$ cat config.mk
export PLATFORM = sky130hd
export DESIGN_NAME = lifo_stack
export DESIGN_NICKNAME = d
export VERILOG_FILES = /design/src/rtl/lifo_stack_pkg.sv /design/src/rtl/lifo_stack_mem.sv /design/src/rtl/lifo_stack.sv
export SDC_FILE = /design/constraint.sdc
export NUM_CORES = 1
export LEC_CHECK = 0
export CORE_ASPECT_RATIO = 0.5
export CORE_UTILIZATION = 60
export CTS_BUF_LIST = sky130_fd_sc_hd__clkbuf_16
export DETAILED_ROUTE_END_ITERATION = 10
export HOLD_SLACK_MARGIN = 0.08
export PLACE_DENSITY = 0.82
export SYNTH_ARGS = -nofsm -noshare
export SYNTH_HDL_FRONTEND = slang
export SYNTH_SLANG_ARGS = --single-unit
export TNS_END_PERCENT = 20
$ cat constraint.sdc
create_clock -name CLK -period 5.54 [get_ports CLK]
set_input_delay 1.108 -clock CLK [delete_from_list [all_inputs] [get_ports CLK]]
set_output_delay 1.108 -clock CLK [all_outputs]
set_load 0.01 [all_outputs]
$ cat src/rtl/lifo_stack_pkg.sv
// Shared types and helpers for the RPN operand stack.
package lifo_stack_pkg;

    // Operation committed on a clock edge, in priority order.
    typedef enum logic [2:0] {
        OP_NONE,
        OP_PUSH,
        OP_POP,
        OP_REPLACE,
        OP_CLEAR
    } op_e;

    // Width needed to hold an occupancy count of 0..depth.
    function automatic int unsigned cw(input int unsigned depth);
        return $clog2(depth + 1);
    endfunction

endpackage

$ cat src/rtl/lifo_stack_mem.sv
// Stack storage: DEPTH x WIDTH registers, one synchronous write port and
// two asynchronous read ports (top and next-of-stack). Not reset.
module lifo_stack_mem #(
    parameter int unsigned WIDTH = 32,
    parameter int unsigned DEPTH = 16,
    parameter int unsigned AW    = 4
) (
    input  logic             clk,
    input  logic             we,
    input  logic [AW-1:0]    waddr,
    input  logic [WIDTH-1:0] wdata,
    input  logic [AW-1:0]    top_addr,
    output logic [WIDTH-1:0] top_dat,
    input  logic [AW-1:0]    nos_addr,
    output logic [WIDTH-1:0] nos_dat
);

    logic [WIDTH-1:0] mem [DEPTH];

    // Write port; the controller only ever presents in-range addresses.
    always_ff @(posedge clk) begin
        if (we) begin
            mem[waddr] <= wdata;
        end
    end

    // Read ports; an address beyond DEPTH (only seen when the entry is not
    // valid, e.g. count-1 with an empty stack) returns zero instead of X.
    always_comb begin
        top_dat = '0;
        nos_dat = '0;
        if (32'(top_addr) < DEPTH) begin
            top_dat = mem[top_addr];
        end
        if (32'(nos_addr) < DEPTH) begin
            nos_dat = mem[nos_addr];
        end
    end

endmodule

$ cat src/rtl/lifo_stack.sv
// Parametrised LIFO operand stack between the token decoder and the ALU.
// Supports push, pop, same-cycle replace, a next-of-stack read port,
// synchronous clear, occupancy count and sticky overflow/underflow flags.
// Optional macro LIFO_STACK_HWM_EN enables the high-water-mark register;
// without it HWM is tied to zero.
module lifo_stack
    import lifo_stack_pkg::*;
#(
    parameter int unsigned WIDTH = 32,
    parameter int unsigned DEPTH = 16,
    // Derived from DEPTH; do not override.
    parameter int unsigned CW    = cw(DEPTH)
) (
    input  logic             CLK,
    input  logic             RST,
    input  logic             CLR,
    input  logic             PUSH_STB,
    input  logic [WIDTH-1:0] PUSH_DAT,
    output logic             PUSH_ACK,
    output logic             POP_STB,
    output logic [WIDTH-1:0] POP_DAT,
    input  logic             POP_ACK,
    output logic             NOS_VLD,
    output logic [WIDTH-1:0] NOS_DAT,
    output logic [CW-1:0]    COUNT,
    output logic             FULL,
    output logic             EMPTY,
    output logic             OVF_ERR,
    output logic             UNF_ERR,
    output logic [CW-1:0]    HWM
);

    localparam int unsigned AW = (DEPTH > 1) ? $clog2(DEPTH) : 1;

    logic [CW-1:0] count_q, count_d;
    logic          ovf_q, ovf_d;
    logic          unf_q, unf_d;
    logic          full, empty, pop_do, push_ack;
    logic          mem_we;
    logic [AW-1:0] mem_waddr, top_addr, nos_addr;
    op_e           op;

    // Status and handshakes derived from the current occupancy.
    always_comb begin
        full     = (count_q == CW'(DEPTH));
        empty    = (count_q == '0);
        pop_do   = POP_ACK & ~empty;
        // Refuse pushes during clear or reset so nothing is acknowledged
        // that will not be committed.
        push_ack = PUSH_STB & ~CLR & ~RST & (~full | pop_do);
    end

    // Decode the operation for this edge in priority order.
    always_comb begin
        op = OP_NONE;
        if (CLR) begin
            op = OP_CLEAR;
        end else if (push_ack && pop_do) begin
            op = OP_REPLACE;
        end else if (push_ack) begin
            op = OP_PUSH;
        end else if (pop_do) begin
            op = OP_POP;
        end
    end

    // Next count and sticky error flags.
    always_comb begin
        count_d = count_q;
        ovf_d   = ovf_q | (PUSH_STB & full & ~pop_do);
        unf_d   = unf_q | (POP_ACK & empty);
        unique case (op)
            OP_CLEAR: begin
                count_d = '0;
                ovf_d   = 1'b0;
                unf_d   = 1'b0;
            end
            OP_PUSH: count_d = count_q + CW'(1);
            OP_POP:  count_d = count_q - CW'(1);
            default: count_d = count_q;
        endcase
    end

    // Occupancy and error state.
    always_ff @(posedge CLK or posedge RST) begin
        if (RST) begin
            count_q <= '0;
            ovf_q   <= 1'b0;
            unf_q   <= 1'b0;
        end else begin
            count_q <= count_d;
            ovf_q   <= ovf_d;
            unf_q   <= unf_d;
        end
    end

    // Storage addressing: replace overwrites the top, push writes above it.
    always_comb begin
        mem_we    = ((op == OP_PUSH) || (op == OP_REPLACE)) & ~RST;
        mem_waddr = (op == OP_REPLACE) ? AW'(count_q - CW'(1)) : AW'(count_q);
        top_addr  = AW'(count_q - CW'(1));
        nos_addr  = AW'(count_q - CW'(2));
    end

    lifo_stack_mem #(
        .WIDTH (WIDTH),
        .DEPTH (DEPTH),
        .AW    (AW)
    ) u_mem (
        .clk      (CLK),
        .we       (mem_we),
        .waddr    (mem_waddr),
        .wdata    (PUSH_DAT),
        .top_addr (top_addr),
        .top_dat  (POP_DAT),
        .nos_addr (nos_addr),
        .nos_dat  (NOS_DAT)
    );

`ifdef LIFO_STACK_HWM_EN
    logic [CW-1:0] hwm_q, hwm_d;

    // Track the largest occupancy since the last reset or clear.
    always_comb begin
        hwm_d = hwm_q;
        if (op == OP_CLEAR) begin
            hwm_d = '0;
        end else if (count_d > hwm_q) begin
            hwm_d = count_d;
        end
    end

    // High-water-mark register.
    always_ff @(posedge CLK or posedge RST) begin
        if (RST) begin
            hwm_q <= '0;
        end else begin
            hwm_q <= hwm_d;
        end
    end

    assign HWM = hwm_q;
`else
    assign HWM = '0;
`endif

    assign PUSH_ACK = push_ack;
    assign POP_STB  = ~empty;
    assign NOS_VLD  = (count_q >= CW'(2));
    assign COUNT    = count_q;
    assign FULL     = full;
    assign EMPTY    = empty;
    assign OVF_ERR  = ovf_q;
    assign UNF_ERR  = unf_q;

endmodule

==> impl_summary.md, run 1 <==
Pwr
The peak supply drop is ~0.33 mV. In this run, flip-flops and latches consume 32.1% of the power. Cell internal power was estimated by the tool at 9580 uW. The switching share of total power is between 30% and 40%. For this design the total switching power over the nets is 4510 uW.

For this design the ratio of total power to cell area is 518 mW/mm2. The total leakage power is 0.00825 uW. The portion of total power attributed to the clock network is 22.0%. The logic gate share of total power is a little under half.

Place
Routability-driven placement finished with a final weighted congestion of slightly below 0.9. Detailed placement ended at an HPWL of ~32000 um. The number of placed instances, taps included, is 1630. The placed instances occupy a cell area of 0.0258 mm2. The quantity of I/O buffers inserted on ports is roughly 110.

Clock network
Counting along the longest clock path gives a buffer depth of 3. The number of gates given a new drive strength after cts is 0. The count of buffers added by post-CTS timing repair for setup is 0. The clock input transition at the sequential cells of the worst setup and hold paths is 70 ps.

The number of buffers created by CTS is 46. TritonCTS built the clock tree. The clock net in this run drives a total of around 520 sinks. The clock root buffer is clkbuf_16. CTS built an H-tree with a depth of 2. The number of buffers inserted for hold repair after clock tree synthesis is 0. The worst-skew pair later-pin latency is 570 ps.

Route
The detailed-routing iteration count for the pre-antenna-repair pass is 5. The average routed wire per standard cell is 34.3 um. The count of nets left with antenna violations once routing finished came out at 0. The overall routed net length is 58700 um. The initial detailed-routing violation count is between 1500 and 2000.

The detailed-route via count is 12700. Dividing the detail-routed via count by the number of cells gives 7.42. The number of remaining DRC errors is 0.

Finish
After the flow finishes, the layout carries non-filler instances totaling 1713. 0 antenna diodes ended up in the layout. At the end of the flow, the number of nets in the layout was 1192. The relative area change from synthesis to final layout is 13.8%. The number of fillers in the final layout is 2207. The final design area excluding fillers is ~0.027 mm2. Cells with a size suffix above 1 make up 38.1% of the layout.

Timing
Setup repair after global routing left no endpoint under its margin. The transition time at the pin with the least slew margin is 1000 ps. Setup violations remaining at the end of the flow were counted as 0. The final hold violation count is 0. Derived from the worst setup path, the maximum achievable clock frequency is 195 MHz. Headroom to the max-slew limit came out at 33.1%. In the final timing run, aggregate negative setup slack is 0 ps. The number of pins with negative max-slew slack in the final report is 0.

The worst clock skew on the final layout is 14.2 ps. The share of the clock period used by the worst path is 92.7%. The final critical path time including I/O delays and setup is 5140 ps.

Floorplan
The initial standard-cell utilization of the core is between 60% and 70%. The die area is just over 0.04 mm2. The die height is 143 um. The floorplan step set the die width to 284 um.

The initialized floorplan defines 51 standard-cell rows. The number of top-level pins is 118. The core region is 0.0391 mm2.

Logic synthesis
The post-synthesis register bit count is 519. The post-synthesis simple-gate area fraction is 1.25%. The synthesized netlist devotes 0.366% of its cell area to adder and majority cells. Measured against the total synthesized area, the mux share comes to 30.1%. The count of synthesis-stage warnings from yosys is 0. The flip-flop cell with the highest count after synthesis is edfxtp_1.

The sequential element share of the synthesized area is 65.0%. Counting every instance in the synthesized netlist gives just over 1000. In this run, distinct cell masters in the synthesized netlist total 46. Yosys mapped a number of flops with a built-in enable equal to 512. In the synthesized netlist the async set-or-reset flop fraction comes to under 10%. Summing the areas of all xor and xnor instances in the mapped netlist gives 0.147% of the synthesized area.

The post-synth design cell area is 0.0239 mm2. Summing the areas of all compound-gate instances in the mapped netlist gives 1.03% of the synthesized area. A synthesized cell averages 23.2 um2. The main combinational cell family by area after synthesis is multiplexers.

Worst hold path
The type of the tightest min-delay check is reg -> reg.

Global route
After global routing the overflow that remains totals 0. The pin count of the biggest net entering global routing is 137. The global routing usage summed across all routing layers is 29.7%. The via count of the first global-routing pass is 13200. The initial antenna violation count was 0. The first global-routing pass estimated 86800 um of wire.

Critical path
The launching element type of the critical path is a flop. For the worst setup path, the data required time is 4430 ps. Of all nets on the critical path, the largest fanout is 27. The worst setup path is captured at an output pin. By startpoint and endpoint, the worst setup path is classified as reg -> out.

The arrival time at the worst endpoint is 4030 ps.

Outcome
The flow ran to the end, and the final reports show no timing, DRC or antenna violations.

Run
The max-cap violation count is 0.
-- metrics by stage --
step	utilization, %	total power (uW)	hold slack, ps	setup slack (ps)
floorplan	-	8550	526	281
global placement	66.0	11000	477	1120
CTS	69.7	14200	515	447
global route	69.7	14600	537	296
finish	69.7	14100	510	405
detailed placement	66.0	11000	501	1030
-- logic make-up (layout without fill, tap and decap cells) --
| group | count (synthesis) | in the layout |
|---|---|---|
| other | 1 | 5 |
| AO/OA/AOI/OAI | 33 | 33 |
| XOR/XNOR | 4 | 4 |
| multiplexers | 320 | 320 |
| adder cells (fa/ha/maj) | 7 | 7 |
| AND/OR/NAND/NOR | 53 | 53 |
| buffers and inverters | 92 | 242 |
| flip-flops | 519 | 519 |
-- state kept, by name, indices dropped and copies added, names as in the netlist --
register and flops:
UNF_ERR 1, u_mem.mem 512, OVF_ERR 1, COUNT 5
-- worst paths after layout --
path / from / end / slack (ps) / cells past startpoint
max: COUNT[2] / POP_DAT[11] / 400 / 7
min: UNF_ERR / UNF_ERR / 510 / 2
max reg2reg: COUNT[0] / u_mem.mem[15][12] / 1670 / 7
min reg2reg: UNF_ERR / UNF_ERR / 510 / 2
max in group asynchronous: RST / COUNT[0] / 4440 / 2
min in group asynchronous: RST / COUNT[1] / 840 / 2
-- critical path: stages (launching register included) --
cell             delay, ps
dfrtp_1                680
inv_1                  180
ha_1                   310
a21boi_1               230
xnor2_2                500
buf_4                  590
mux4_2                 430
clkdlybuf4s50_1        510
-- cell type report --
| class | count | area, um2 | share of cell area (%) |
|---|---|---|---|
| clock buffer | 46 | 1150 | 4.23 |
| inverter | 8 | 30.0 | 0.110 |
| multi-input combinational | 422 | 8050 | 29.6 |
| tap | 530 | 663 | 2.44 |
| timing repair buffer | 151 | 1490 | 5.47 |
| clock inverter | 37 | 267 | 0.979 |
| sequential | 519 | 15600 | 57.2 |
-- per-layer routing --
metal,track usage [%],up-vias,wire length [um]
li1,-,4880,-
met1,40.1,6778,21100
met2,49.9,902,30000
met3,5.75,144,5800
met4,9.14,0,1730
met5,0,-,0
-- cell usage after synthesis (3+ instances only) --
| cell type | count | area, um2 |
|---|---|---|
| mux4_2 | 320 | 7210 |
| a21oi_1 | 6 | 30.0 |
| nor2_1 | 13 | 48.8 |
| nand3_1 | 4 | 20.0 |
| nand2b_1 | 3 | 18.8 |
| nor3_1 | 11 | 55.1 |
| buf_4 | 14 | 105 |
| inv_1 | 7 | 26.3 |
| nor2b_1 | 3 | 18.8 |
| clkbuf_1 | 35 | 131 |
| ha_1 | 7 | 87.6 |
| a211oi_1 | 4 | 30.0 |
| a31oi_1 | 6 | 37.5 |
| buf_2 | 26 | 130 |
| nand2_1 | 5 | 18.8 |
| dfrtp_1 | 7 | 175 |
| edfxtp_1 | 512 | 15400 |
| buf_6 | 7 | 78.8 |
-- cell usage in the layout, fill, tap and decap left out, drive strengths merged, types with 11 or more instances in the layout --
master,count
edfxtp,512
mux4,320
clkdlybuf4s50,112
clkbuf,46
buf,39
inv,24
clkinv,17
nor2,13
nor3,11
-- power groups by stage --
stage / clock [uW] / sequential [uW] / combinational, uW
after floorplan: 0 / 4560 / 3980
after global placement: 0 / 4580 / 6370
after detailed placement: 0 / 4600 / 6450
after CTS: 3120 / 4520 / 6510
after global routing: 3270 / 4530 / 6760
final: 3100 / 4520 / 6480
Note: power is estimated with default switching activity, not from simulation.
==> run 2: changes to the inputs <==
--- a/config.mk
+++ b/config.mk
@@ -5,7 +5,7 @@
 export SDC_FILE = /design/constraint.sdc
 export NUM_CORES = 1
 export LEC_CHECK = 0
-export CORE_ASPECT_RATIO = 0.5
+export CORE_ASPECT_RATIO = 0.7
 export CORE_UTILIZATION = 60
 export CTS_BUF_LIST = sky130_fd_sc_hd__clkbuf_16
 export DETAILED_ROUTE_END_ITERATION = 10
==> run 2 against run 1 <==
Effect of this change:
- maximum frequency up 3.5%
- via count decreased by 0.80%
- wire length decreased by 0.57%
- sequential cell count did not move
- clock-buffer cell count increased by 3
- register-to-register slack gained 140 ps
- highest routed layer is now met5
- design area rose by 0.28%
- clock skew is 3.8 ps higher
- largest cell class unchanged
- critical endpoint is now NOS_DAT[28]
- critical path depth down 1
==> impl_summary.md, run 2 (synthesis gave the netlist of run 1 again) <==
Route
The average routed wire per standard cell was 34.3 um (about the same). The detailed-routing iteration count for the pre-antenna-repair pass is 8 (+3). The per-cell via count in the routed design came to 7.40 (-0.15%). The number of antenna-violating nets in the routed design was 0 (unchanged). The overall routed net length is 58300 um (-0.57%).

The number of remaining DRC errors is 0 (unchanged). The detailed-route via count is 12600 (-0.80%). The initial detailed-routing violation count is 1650 (+3.6%).

Clock network
The number of sinks on the clock net was 519 (unchanged). The number of buffers inserted for hold repair after clock tree synthesis is 0 (unchanged). The clock root buffer is clkbuf_16. The maximum number of buffers from clock root to sink is 3 (unchanged).

The number of gates given a new drive strength after cts was 0 (unchanged). The maximum level of the CTS H-tree is 2 (unchanged). The clock input transition at the sequential cells of the worst setup and hold paths is 70 ps (about the same). The count of buffers added by post-CTS timing repair for setup is 0 (unchanged).

TritonCTS built the clock tree. The worst-skew pair later-pin latency came to 580 ps (about the same). The number of buffers created by CTS is 47 (+2.2%).

Global route
The initial antenna violation count is 1 (+1). The first-pass GRT wire length is 85900 um (-1.0%). The global routing usage summed across all routing layers is 30.1% (+0.45 points). The total congestion overflow is 0 (unchanged). The via count of the first global-routing pass is 12800 (-3.0%). The pin count of the biggest net entering global routing was 137 (unchanged).

Finish
The final cell utilization of the core was 70.3% (+0.62 points). Counting flops per register, the top entry is u_mem.mem. The final layout net count came to 1184 (-0.67%).

The fraction of final layout cells with drive strength greater than 1 is 37.5% (-0.59 points). The number of flip-flops in the largest register is 512 (unchanged). The count of antenna diodes in the layout is 0 (unchanged). Relative to the synthesized area, the layout overhead comes to 14.1%.

The final design area excluding fillers is 0.0273 mm2 (+0.28%). The top cell types in the final layout, fill and taps aside, are 512 x edfxtp_1, 320 x mux4_2, 112 x clkdlybuf4s50_1, 49 x clkbuf_16, 19 x buf_4. The most common library cell in the layout ignoring fill and taps is edfxtp_1.

Place
The post-DP HPWL is 31200 um (-1.4%). The quantity of I/O buffers inserted on ports is 112 (unchanged). The total cell area at the placement stage is 0.0258 mm2 (about the same). The global placer's final weighted congestion is 0.811 (-7.0%).

Floorplan
The width of the chip is 241 um (-15%). The initial standard-cell utilization of the core was 61.6% (+0.38 points). The placeable core region is 0.0388 mm2 (-0.62%). The number of top-level pins is 118 (unchanged). The die area is 0.0407 mm2 (about the same). The site row count is 60 (+18%). The die height is 169 um (+18%).

Critical path
The launching element type of the critical path is a flop. By startpoint and endpoint, the worst setup path is classified as reg -> out. The arrival time at the worst endpoint was 3850 ps (-180 ps).

The master of the slowest instance on the critical path is dfrtp_1. The maximum cell stage delay along the critical path is 680 ps (about the same). The highest fanout seen on the critical path is 14 (-48%).

Traced cell by cell, the critical path runs through inv_1, ha_1, xor2_4, buf_4, mux4_2, clkdlybuf4s50_1. The critical path required time came to 4430 ps (about the same). STA classifies the critical path endpoint as an output pin.

Timing
The final hold violation count is 0 (unchanged). The worst max-slew margin expressed relative to the limit is 31.2% (-2.0 points). The achievable frequency is 202 MHz (+3.5%). The final critical path time including I/O delays and setup is 4960 ps (-176 ps). The count of final setup violators is 0 (unchanged).

The worst clock skew on the final layout came to 18.0 ps (+3.84 ps). The number of pins with negative max-slew slack in the final report came to 0 (unchanged). The share of the clock period used by the worst path is 89.5% (-3.2 points). Setup repair after global routing left no endpoint under its margin. The transition time at the pin with the least slew margin is 1030 ps (+29.3 ps). The total negative setup slack is 0 ps (unchanged).

Worst hold path
The type of the tightest min-delay check is reg -> reg.

Pwr
The peak supply drop is 0.582 mV (+78%). The total leakage power is 0.00824 uW (about the same). The total power density per cell area was 521 mW/mm2 (+0.60%).

Outcome
The flow ran to the end, and the final reports show no timing, DRC or antenna violations.

Run
The max-cap violation count came to 0 (unchanged).
-- run 2: worst paths after layout --
path	startpoint	end	slack [ps]	depth (start not counted)
worst max-delay path	COUNT[2]	NOS_DAT[28]	580	6
worst min-delay path	UNF_ERR	UNF_ERR	500	2
worst max register to register	COUNT[2]	u_mem.mem[7][16]	1810	7
worst min register to register	UNF_ERR	UNF_ERR	500	2
max in group asynchronous	RST	COUNT[1]	4330	2
min in group asynchronous	RST	COUNT[3]	910	2
-- run 2: worst max-delay path: cells and delay by family, from the launching register on --
| kind | cells | cell delay, ps |
|---|---|---|
| xor gates and xnor gates | 1 | 550 |
| adders and majority gates | 1 | 310 |
| buffers and inverters | 3 | 1140 |
| DFF | 1 | 680 |
| muxes | 1 | 580 |
-- run 2: metal layers --
| metal | global-route usage [%] | wire, um | vias to the layer above |
|---|---|---|---|
| li1 | - | - | 4860 |
| met1 | 42.8 | 21400 | 6747 |
| met2 | 48.8 | 29600 | 877 |
| met3 | 5.38 | 5820 | 117 |
| met4 | 9.22 | 1530 | 2 |
| met5 | 0 | 13 | - |
-- run 2: final cells by class --
| class | instances | area [um2] |
|---|---|---|
| Sequential cell | 519 | 15600 |
| Fill cell | 2252 | 11500 |
| Multi-Input combinational cell | 422 | 8050 |
| Timing Repair Buffer | 142 | 1480 |
| Clock buffer | 49 | 1230 |
| Tap cell | 527 | 659 |
| Clock inverter | 35 | 275 |
| Inverter | 8 | 30.0 |
-- run 2: power breakdown --
group          total (uW)  internal [uW]  switching (uW)
sequential           4520           4430            86.9
clock                3210           1820            1390
combinational        6490           3490            3000
-- run 2: per-stage QoR --
step / setup slack [ps] / cells / power [uW] / hold WS, ps
finish: 580 / 1702 / 14200 / 504
global route: 404 / 1702 / 14700 / 526
CTS: 559 / 1702 / 14300 / 501
detailed placement: 1220 / 1618 / 11100 / 509
global placement: 1240 / 1618 / 11000 / 479
floorplan: 281 / 1033 / 8550 / 526
